### src/rtl/CorePack.sv
// Shared core types: datapath word and ALU operation encoding.
package CorePack;

  typedef logic [63:0] data_t;

  typedef enum logic [3:0] {
    ALU_ADD  = 4'd0,
    ALU_SUB  = 4'd1,
    ALU_SLL  = 4'd2,
    ALU_SLT  = 4'd3,
    ALU_SLTU = 4'd4,
    ALU_XOR  = 4'd5,
    ALU_SRL  = 4'd6,
    ALU_SRA  = 4'd7,
    ALU_OR   = 4'd8,
    ALU_AND  = 4'd9
  } alu_op_enum;

endpackage

### src/rtl/ex_operand_stage.sv
// ID/EX pipeline register with operand bypass and ALU operand selection.
// Bypass is applied at capture and re-applied every cycle while the stage is stalled,
// so results that retire during a stall still reach the held instruction.
module ex_operand_stage
  import CorePack::*;
#(
  parameter int unsigned XLEN      = $bits(data_t),
  parameter int unsigned REG_IDX_W = 5
) (
  input  logic                 clk,
  input  logic                 rst,
  input  logic                 in_valid,
  output logic                 in_ready,
  input  logic [XLEN-1:0]      in_pc,
  input  logic [XLEN-1:0]      in_rs1_data,
  input  logic [XLEN-1:0]      in_rs2_data,
  input  logic [XLEN-1:0]      in_imm,
  input  logic [REG_IDX_W-1:0] in_rs1_idx,
  input  logic [REG_IDX_W-1:0] in_rs2_idx,
  input  logic [REG_IDX_W-1:0] in_rd_idx,
  input  logic                 in_we,
  input  alu_op_enum           in_alu_op,
  input  logic [1:0]           in_asel,
  input  logic                 in_bsel,
  input  logic                 flush,
  input  logic                 exm_we,
  input  logic [REG_IDX_W-1:0] exm_rd,
  input  logic [XLEN-1:0]      exm_data,
  input  logic                 mwb_we,
  input  logic [REG_IDX_W-1:0] mwb_rd,
  input  logic [XLEN-1:0]      mwb_data,
  output logic                 out_valid,
  input  logic                 out_ready,
  output logic [XLEN-1:0]      alu_a,
  output logic [XLEN-1:0]      alu_b,
  output alu_op_enum           alu_op,
  output logic [REG_IDX_W-1:0] out_rd_idx,
  output logic                 out_we,
  output logic [XLEN-1:0]      out_pc,
  output logic [XLEN-1:0]      out_store_data
);

  logic                 valid_q, valid_d;
  logic [XLEN-1:0]      pc_q, pc_d;
  logic [XLEN-1:0]      rs1_q, rs1_d;
  logic [XLEN-1:0]      rs2_q, rs2_d;
  logic [XLEN-1:0]      imm_q, imm_d;
  logic [REG_IDX_W-1:0] rs1_idx_q, rs1_idx_d;
  logic [REG_IDX_W-1:0] rs2_idx_q, rs2_idx_d;
  logic [REG_IDX_W-1:0] rd_q, rd_d;
  logic                 we_q, we_d;
  alu_op_enum           op_q, op_d;
  logic [1:0]           asel_q, asel_d;
  logic                 bsel_q, bsel_d;

  logic accept, fire;

  // EX/MEM wins over MEM/WB; x0 is never forwarded.
  function automatic logic [XLEN-1:0] bypass(
    input logic [REG_IDX_W-1:0] idx,
    input logic [XLEN-1:0]      dflt,
    input logic                 e_we,
    input logic [REG_IDX_W-1:0] e_rd,
    input logic [XLEN-1:0]      e_data,
    input logic                 m_we,
    input logic [REG_IDX_W-1:0] m_rd,
    input logic [XLEN-1:0]      m_data
  );
    if (idx == '0) begin
      return dflt;
    end else if (e_we && (e_rd == idx)) begin
      return e_data;
    end else if (m_we && (m_rd == idx)) begin
      return m_data;
    end
    return dflt;
  endfunction

  assign in_ready = !valid_q || out_ready;
  assign accept   = in_valid && in_ready;
  assign fire     = valid_q && out_ready;

  // Next state: flush > accept > fire > hold (with stall bypass).
  always_comb begin
    valid_d   = valid_q;
    pc_d      = pc_q;
    rs1_d     = rs1_q;
    rs2_d     = rs2_q;
    imm_d     = imm_q;
    rs1_idx_d = rs1_idx_q;
    rs2_idx_d = rs2_idx_q;
    rd_d      = rd_q;
    we_d      = we_q;
    op_d      = op_q;
    asel_d    = asel_q;
    bsel_d    = bsel_q;
    if (flush) begin
      valid_d = 1'b0;
    end else if (accept) begin
      valid_d   = 1'b1;
      pc_d      = in_pc;
      rs1_d     = bypass(in_rs1_idx, in_rs1_data, exm_we, exm_rd, exm_data,
                         mwb_we, mwb_rd, mwb_data);
      rs2_d     = bypass(in_rs2_idx, in_rs2_data, exm_we, exm_rd, exm_data,
                         mwb_we, mwb_rd, mwb_data);
      imm_d     = in_imm;
      rs1_idx_d = in_rs1_idx;
      rs2_idx_d = in_rs2_idx;
      rd_d      = in_rd_idx;
      we_d      = in_we;
      op_d      = in_alu_op;
      asel_d    = in_asel;
      bsel_d    = in_bsel;
    end else if (fire) begin
      valid_d = 1'b0;
    end else if (valid_q) begin
      rs1_d = bypass(rs1_idx_q, rs1_q, exm_we, exm_rd, exm_data, mwb_we, mwb_rd, mwb_data);
      rs2_d = bypass(rs2_idx_q, rs2_q, exm_we, exm_rd, exm_data, mwb_we, mwb_rd, mwb_data);
    end
  end

  // Pipeline register, cleared asynchronously.
  always_ff @(posedge clk or posedge rst) begin
    if (rst) begin
      valid_q   <= 1'b0;
      pc_q      <= '0;
      rs1_q     <= '0;
      rs2_q     <= '0;
      imm_q     <= '0;
      rs1_idx_q <= '0;
      rs2_idx_q <= '0;
      rd_q      <= '0;
      we_q      <= 1'b0;
      op_q      <= ALU_ADD;
      asel_q    <= 2'd0;
      bsel_q    <= 1'b0;
    end else begin
      valid_q   <= valid_d;
      pc_q      <= pc_d;
      rs1_q     <= rs1_d;
      rs2_q     <= rs2_d;
      imm_q     <= imm_d;
      rs1_idx_q <= rs1_idx_d;
      rs2_idx_q <= rs2_idx_d;
      rd_q      <= rd_d;
      we_q      <= we_d;
      op_q      <= op_d;
      asel_q    <= asel_d;
      bsel_q    <= bsel_d;
    end
  end

  // Operand mux; reserved asel encoding yields zero.
  always_comb begin
    alu_a = '0;
    unique case (asel_q)
      2'd0:    alu_a = rs1_q;
      2'd1:    alu_a = pc_q;
      default: alu_a = '0;
    endcase
    alu_b = bsel_q ? imm_q : rs2_q;
  end

  assign out_valid      = valid_q;
  assign alu_op         = op_q;
  assign out_rd_idx     = rd_q;
  assign out_we         = we_q && valid_q;
  assign out_pc         = pc_q;
  assign out_store_data = rs2_q;

endmodule

### config.mk
export PLATFORM = sky130hd
export DESIGN_NAME = ex_operand_stage
export DESIGN_NICKNAME = d
export VERILOG_FILES = /design/src/rtl/CorePack.sv /design/src/rtl/ex_operand_stage.sv
export SDC_FILE = /design/constraint.sdc
export NUM_CORES = 1
export LEC_CHECK = 0
export ABC_AREA = 1
export CORE_AREA = 3 3 266 268
export CTS_CLUSTER_DIAMETER = 200
export DETAILED_ROUTE_END_ITERATION = 8
export DIE_AREA = 0 0 269 271
export HOLD_SLACK_MARGIN = 0.02
export PLACE_DENSITY_LB_ADDON = 0.08
export SLEW_MARGIN = 10
export SYNTH_ARGS = -nofsm -noshare
export SYNTH_HDL_FRONTEND = slang
export SYNTH_SLANG_ARGS = --single-unit
### constraint.sdc
create_clock -name clk -period 8.1 [get_ports clk]
set_input_delay 0.81 -clock clk [delete_from_list [all_inputs] [get_ports clk]]
set_output_delay 0.81 -clock clk [all_outputs]
set_load 0.02 [all_outputs]
==> results.toml, run 1 <==
[global_route]
grt-ovfl-total = 0
grt_start_max_net_pins = 162
antenna_found_initial = 14
grt_pass1_wl_um = 143000
grt_pass1_vias = 22000
track_usage_pct = 25.5

[synthesis]
syn_nets = 3482
synth-seq-cells = 280
synth_area_leader_cell = "dfrtp_1"
synth_top_area_share_pct = 34.7
syn_inst = 3058
synth_area_leaders = "dfrtp_1, nor2_1, nand2_1"
ys_types = 28
ys_seq_area_share_pct = 34.7
avgSynthCellArea_um2 = 6.60
syn-cell-area_um2 = 20200
yosysWarnings = 0

[job]
drv_cap = 0

[worst_setup_path]
crit_fanout = 65
cpMostUsedCell = "nand2_1"
slowest_stage = "nand3_4"
cp-end-kind = "flop"
slowest_delay_ns = 0.96
crit_chain = "clkdlybuf4s50_1 -> inv_2 -> nand2_1 -> o21ai_1 -> nor2_4 -> buf_4 -> nand3_4 -> nand2_1 -> nand2_1 -> nand2_4 -> nand3_1 -> nor2_1 -> nor2_1"
start_kind = "primary input"
arrival_ns = 5.16
critical_path_class = "primary input to flop"
crit_buf_inv = 3
r2r_slack_ns = 3.78
required_ns = 8.54
worst_path_dominant_cell_family = "simple AND/OR/NAND/NOR gates"

[floorplanning]
die-area_um2 = 72900
start_util_pct = 29.4
num_rows = 96
die_y_um = 271
die_w_um = 269
io_pins = 692
core_area_um2 = 68600

[sta]
fin_hold_ws_ns = 0.487
slew_viol_final = 0
post-route-period-util_pct = 58.4
max_slew.worst_pin.slew_ns = 1.18
min_period_ns = 4.73
slew_headroom_pct = 21.6
rsz0062_at_grt = "no"
finalHoldViolCount = 0
setup_violations = 0
finClkSkew_ns = 0.0194
fin_setup_tns_ns = 0
fmax_mhz = 212

[finish]
layout-drive-gt1-share_pct = 5.76
area_delta_synth_final_pct = 42.6
final_common_cell = "clkdlybuf4s50_1"
multi_input_area_um2 = 10900
fillers = 7142
final_cells = 4557
regArea_um2 = 7010
nets = 4011
layout_common_cells = "clkdlybuf4s50_1, nor2_1, nand2_1, inv_1, nand3_1"
fin_area_um2 = 28800

[placed_design]
gp_congestion = 0.876
dpl-instance-area_um2 = 27500
numPortBuffers = 691
dp_hpwl_um = 67300
place_inst = 4477

[routing]
drt_pass1_iterations = 6
viasPerCell = 4.87
vias = 22200
first_iter_violations = 1628
wirelength_um = 96000
drtAntennaViolNets = 0
post_drt_wl_per_cell_um = 21.1
drc = 0

[status]
status = "finished, final reports clean"

[clocking]
post_cts_buffers = 0
insertion_delay_ns = 0.56
post_cts_resized = 0
hold_buffers = 0
cts-root-buf = "clkbuf_16"
htree_levels = 2
clk_pin_slew_ns = 0.06
cts_made_buffers = 39
clock_sinks = 280
clock_path_buffers = 3
cts_tree = "done"

[pwr]
total_power_uw = 5860
cellPowerDensity_nw_per_um2 = 204
leakagePower_uw = 0.0138
vdd_drop_max_uv = 133

[worst_hold_path]
hp-class = "flop to flop"
flip-flops by register name, indices dropped and copies added (netlist names):
name / cells
we_q: 1
rs1_q: 64
out_valid: 1
imm_q: 64
out_store_data: 64
alu_op: 4
rs2_idx_q: 5
out_pc: 64
out_rd_idx: 5
rs1_idx_q: 5
bsel_q: 1
asel_q: 2
power breakdown:
part	switching, uW	internal (uW)
registers	243	1650
logic	1250	1020
clock network	690	1010
worst reg2reg max path, stage by stage (launching register included):
cell     delay, ns
dfrtp_1       0.46
nand2_1       0.10
o21ai_0       0.13
nor2_4        0.12
buf_4         0.70
nand3_4       1.01
nand2_1       0.41
nand2_1       0.18
nand2_4       0.68
nand3_1       0.23
nor2_1        0.15
nor2_1        0.04
cells by family (layout without fill, tap and decap cells):
kind of cell	Yosys count	after routing	synth area share [%]
buffers and inverters	593	1148	12.3
xor gates and xnor gates	2	2	0.0868
muxes	192	192	10.7
other	0	13	0
DFF	280	280	34.7
AOI/OAI and AO/OA	226	226	5.72
and+or+nand+nor	1765	1765	36.5
Yosys cell counts, drive strengths merged:
cell	count
buf	151
o21ai	195
nand3	320
a21boi	2
xor2	2
o22ai	12
inv	366
a21oi	17
or2	2
nand4	128
mux2	192
nor2	684
nand2	627
clkbuf	76
dfrtp	280
nor3	4
layout make-up:
cell class              instances  area share [%]
clock buffers                  63            4.05
well taps                     931            4.05
multi-input cells            2185            37.7
clock inverters                 4           0.178
diodes                         13           0.113
repair buffers                715            24.7
flip-flops and latches        280            24.4
inverters                     366            4.79
layer usage:
metal	track usage [%]	part of all wire, %	vias to the layer above
li1	-	-	10700
met5	0	0.046	-
met2	43.5	48	824
met4	6.12	2.1	8
met3	5.34	7.4	114
met1	32.9	42	10500
worst paths after layout:
kind                                     startpoint                              to  cells after the start
setup reg to reg           rs1_idx_q[2]$_DFFE_PP0P_           rs1_q[12]$_DFFE_PP0P_                     11
hold reg to reg               imm_q[14]$_DFFE_PP0P_           imm_q[14]$_DFFE_PP0P_                      1
setup / recovery                          exm_rd[0]           rs1_q[12]$_DFFE_PP0P_                     13
max in group asynchronous                       rst  out_store_data[34]$_DFFE_PP0P_                      4
min in group asynchronous                       rst           imm_q[14]$_DFFE_PP0P_                      2
hold / removal                imm_q[14]$_DFFE_PP0P_           imm_q[14]$_DFFE_PP0P_                      1
through the flow:
step,utilization (%),worst slack (ns)
after floorplan,-,3.58
after global placement,40.2,3.02
after detailed placement,40.2,2.93
after CTS,41.9,3.50
after global routing,42.0,3.16
final,42.0,3.37
Note: power is estimated with default switching activity, not from simulation.
==> run 2, diff against run 1 <==
clock period = 4.3 ns   (was 8.1 ns; I/O delays follow)
==> results.toml, run 2 (same netlist as run 1, synthesis figures left out) <==
[status]
status = "finished, final reports clean"

[sta]
fmax_mhz = 278
post-route-period-util_pct = 83.6
setup_violations = 0
finalHoldViolCount = 0
worst_slack_ns = 0.707
fin_setup_tns_ns = 0
slew_headroom_pct = 29.5
rsz0062_at_grt = "no"
finClkSkew_ns = 0.0185
slew_viol_final = 0
min_period_ns = 3.59
max_slew.worst_pin.slew_ns = 1.06

[placed_design]
numPortBuffers = 691
dp_hpwl_um = 70600
pre_cts_ws_ns = 0.997
gp_congestion = 0.843

[worst_setup_path]
crit_fanout = 54
arrival_ns = 3.16
cp-end-kind = "output pin"
worstReg2RegEnd = "rs1_q[41]$_DFFE_PP0P_"
start_kind = "flop"
crit_buf_inv = 2
crit_chain = "buf_4 -> nand2_1 -> o22ai_1 -> clkdlybuf4s50_1"
critical_path_class = "flop to output pin"
r2r_cells = 9
worst_path_dominant_cell_family = "buffers and inverters"
r2r_slack_ns = 1.53
slowest_stage = "clkdlybuf4s50_1"
r2r_start = "out_valid$_DFFE_PP0P_"
required_ns = 3.87
slowest_delay_ns = 0.69

[worst_hold_path]
hp-class = "primary input to async pin"

[routing]
viasPerCell = 4.88
first_iter_violations = 1704
drtAntennaViolNets = 0
post_drt_wl_per_cell_um = 21.6
vias = 22400
wirelength_um = 98600
drt_pass1_iterations = 5
drc = 0

[clocking]
htree_levels = 2
post_cts_buffers = 0
insertion_delay_ns = 0.57
post_cts_resized = 0
cts_tree = "done"
cts-root-buf = "clkbuf_16"
hold_buffers = 0
clock_sinks = 280
cts_made_buffers = 39
clock_path_buffers = 3
clk_pin_slew_ns = 0.05

[floorplanning]
die-area_um2 = 72900
die_y_um = 271
io_pins = 692
core_area_um2 = 68600
die_w_um = 269
num_rows = 96
start_util_pct = 29.4

[job]
drv_cap = 0

[finish]
layout-drive-gt1-share_pct = 6.15
fillers = 7153
regArea_um2 = 7010
nets = 4026
final_common_cell = "clkdlybuf4s50_1"
layout_common_cells = "clkdlybuf4s50_1, nor2_1, nand2_1, inv_1, nand3_1"
multi_input_area_um2 = 10900
area_delta_synth_final_pct = 43.7

[pwr]
leakagePower_uw = 0.0139
cellPowerDensity_nw_per_um2 = 383
vdd_drop_max_uv = 253

[global_route]
grt_start_max_net_pins = 98
track_usage_pct = 26.3
antenna_found_initial = 23
grt_pass1_vias = 22400
grt-ovfl-total = 0
grt_pass1_wl_um = 147000
==> run 2: cell count changes in the layout (fill, tap and decap cells not counted), sizes merged <==
cell	previous run	this run
buf	24	39
clkinv	1	2
diode	13	17
inv	366	365
==> run 2: power breakdown <==
group / switching (uW) / internal, uW
registers: 451 / 3110
logic: 2380 / 1930
clock network: 1300 / 1940
total: 4130 / 6980
==> run 2: metal layers <==
| metal | vias to the layer above | global-route usage (%) | wire, um |
|---|---|---|---|
| met2 | 832 | 44.9 | 47900 |
| met1 | 10600 | 33.6 | 41600 |
| met5 | - | 0 | 92 |
| li1 | 10800 | - | - |
| met3 | 109 | 5.25 | 6980 |
| met4 | 16 | 7.17 | 2110 |
==> run 2: how the worst max path moves through the flow <==
stage | from | endpoint | slack [ns] | cells past startpoint
2_1_floorplan | rst | alu_op[0]$_DFFE_PP0P_ | 0.16 | 1
3_3_place_gp | exm_rd[0] | rs1_q[19]$_DFFE_PP0P_ | 1.00 | 13
3_5_place_dp | exm_rd[0] | rs1_q[52]$_DFFE_PP0P_ | 1.0 | 13
4_1_cts | asel_q[0]$_DFFE_PP0P_ | alu_a[56] | 0.60 | 4
5_1_grt | asel_q[0]$_DFFE_PP0P_ | alu_a[56] | 0.49 | 4
6_report | asel_q[0]$_DFFE_PP0P_ | alu_a[56] | 0.71 | 4
==> run 2: final cells by class <==
type,instances,share of cell area (%)
sequential,280,24.2
clock buffer,63,4.10
tap,931,4.01
inverter,366,4.75
timing repair buffer,730,25.2
antenna,17,0.147
clock inverter,4,0.164
multi-input combinational,2185,37.4
==> run 2: stage by stage <==
stage                     instances  utilization (%)  instance area, um2  total power (uW)  hold WS, ns
after floorplan                3058                -               20200              5690        0.459
after global routing           4571             42.3               29000             11700        0.352
after detailed placement       4492             40.5               27700              7930        0.479
after CTS                      4559             42.3               29000             11200        0.314
after global placement         4492             40.5               27700              7910        0.471
final                          4576             42.3               29000             11100        0.339
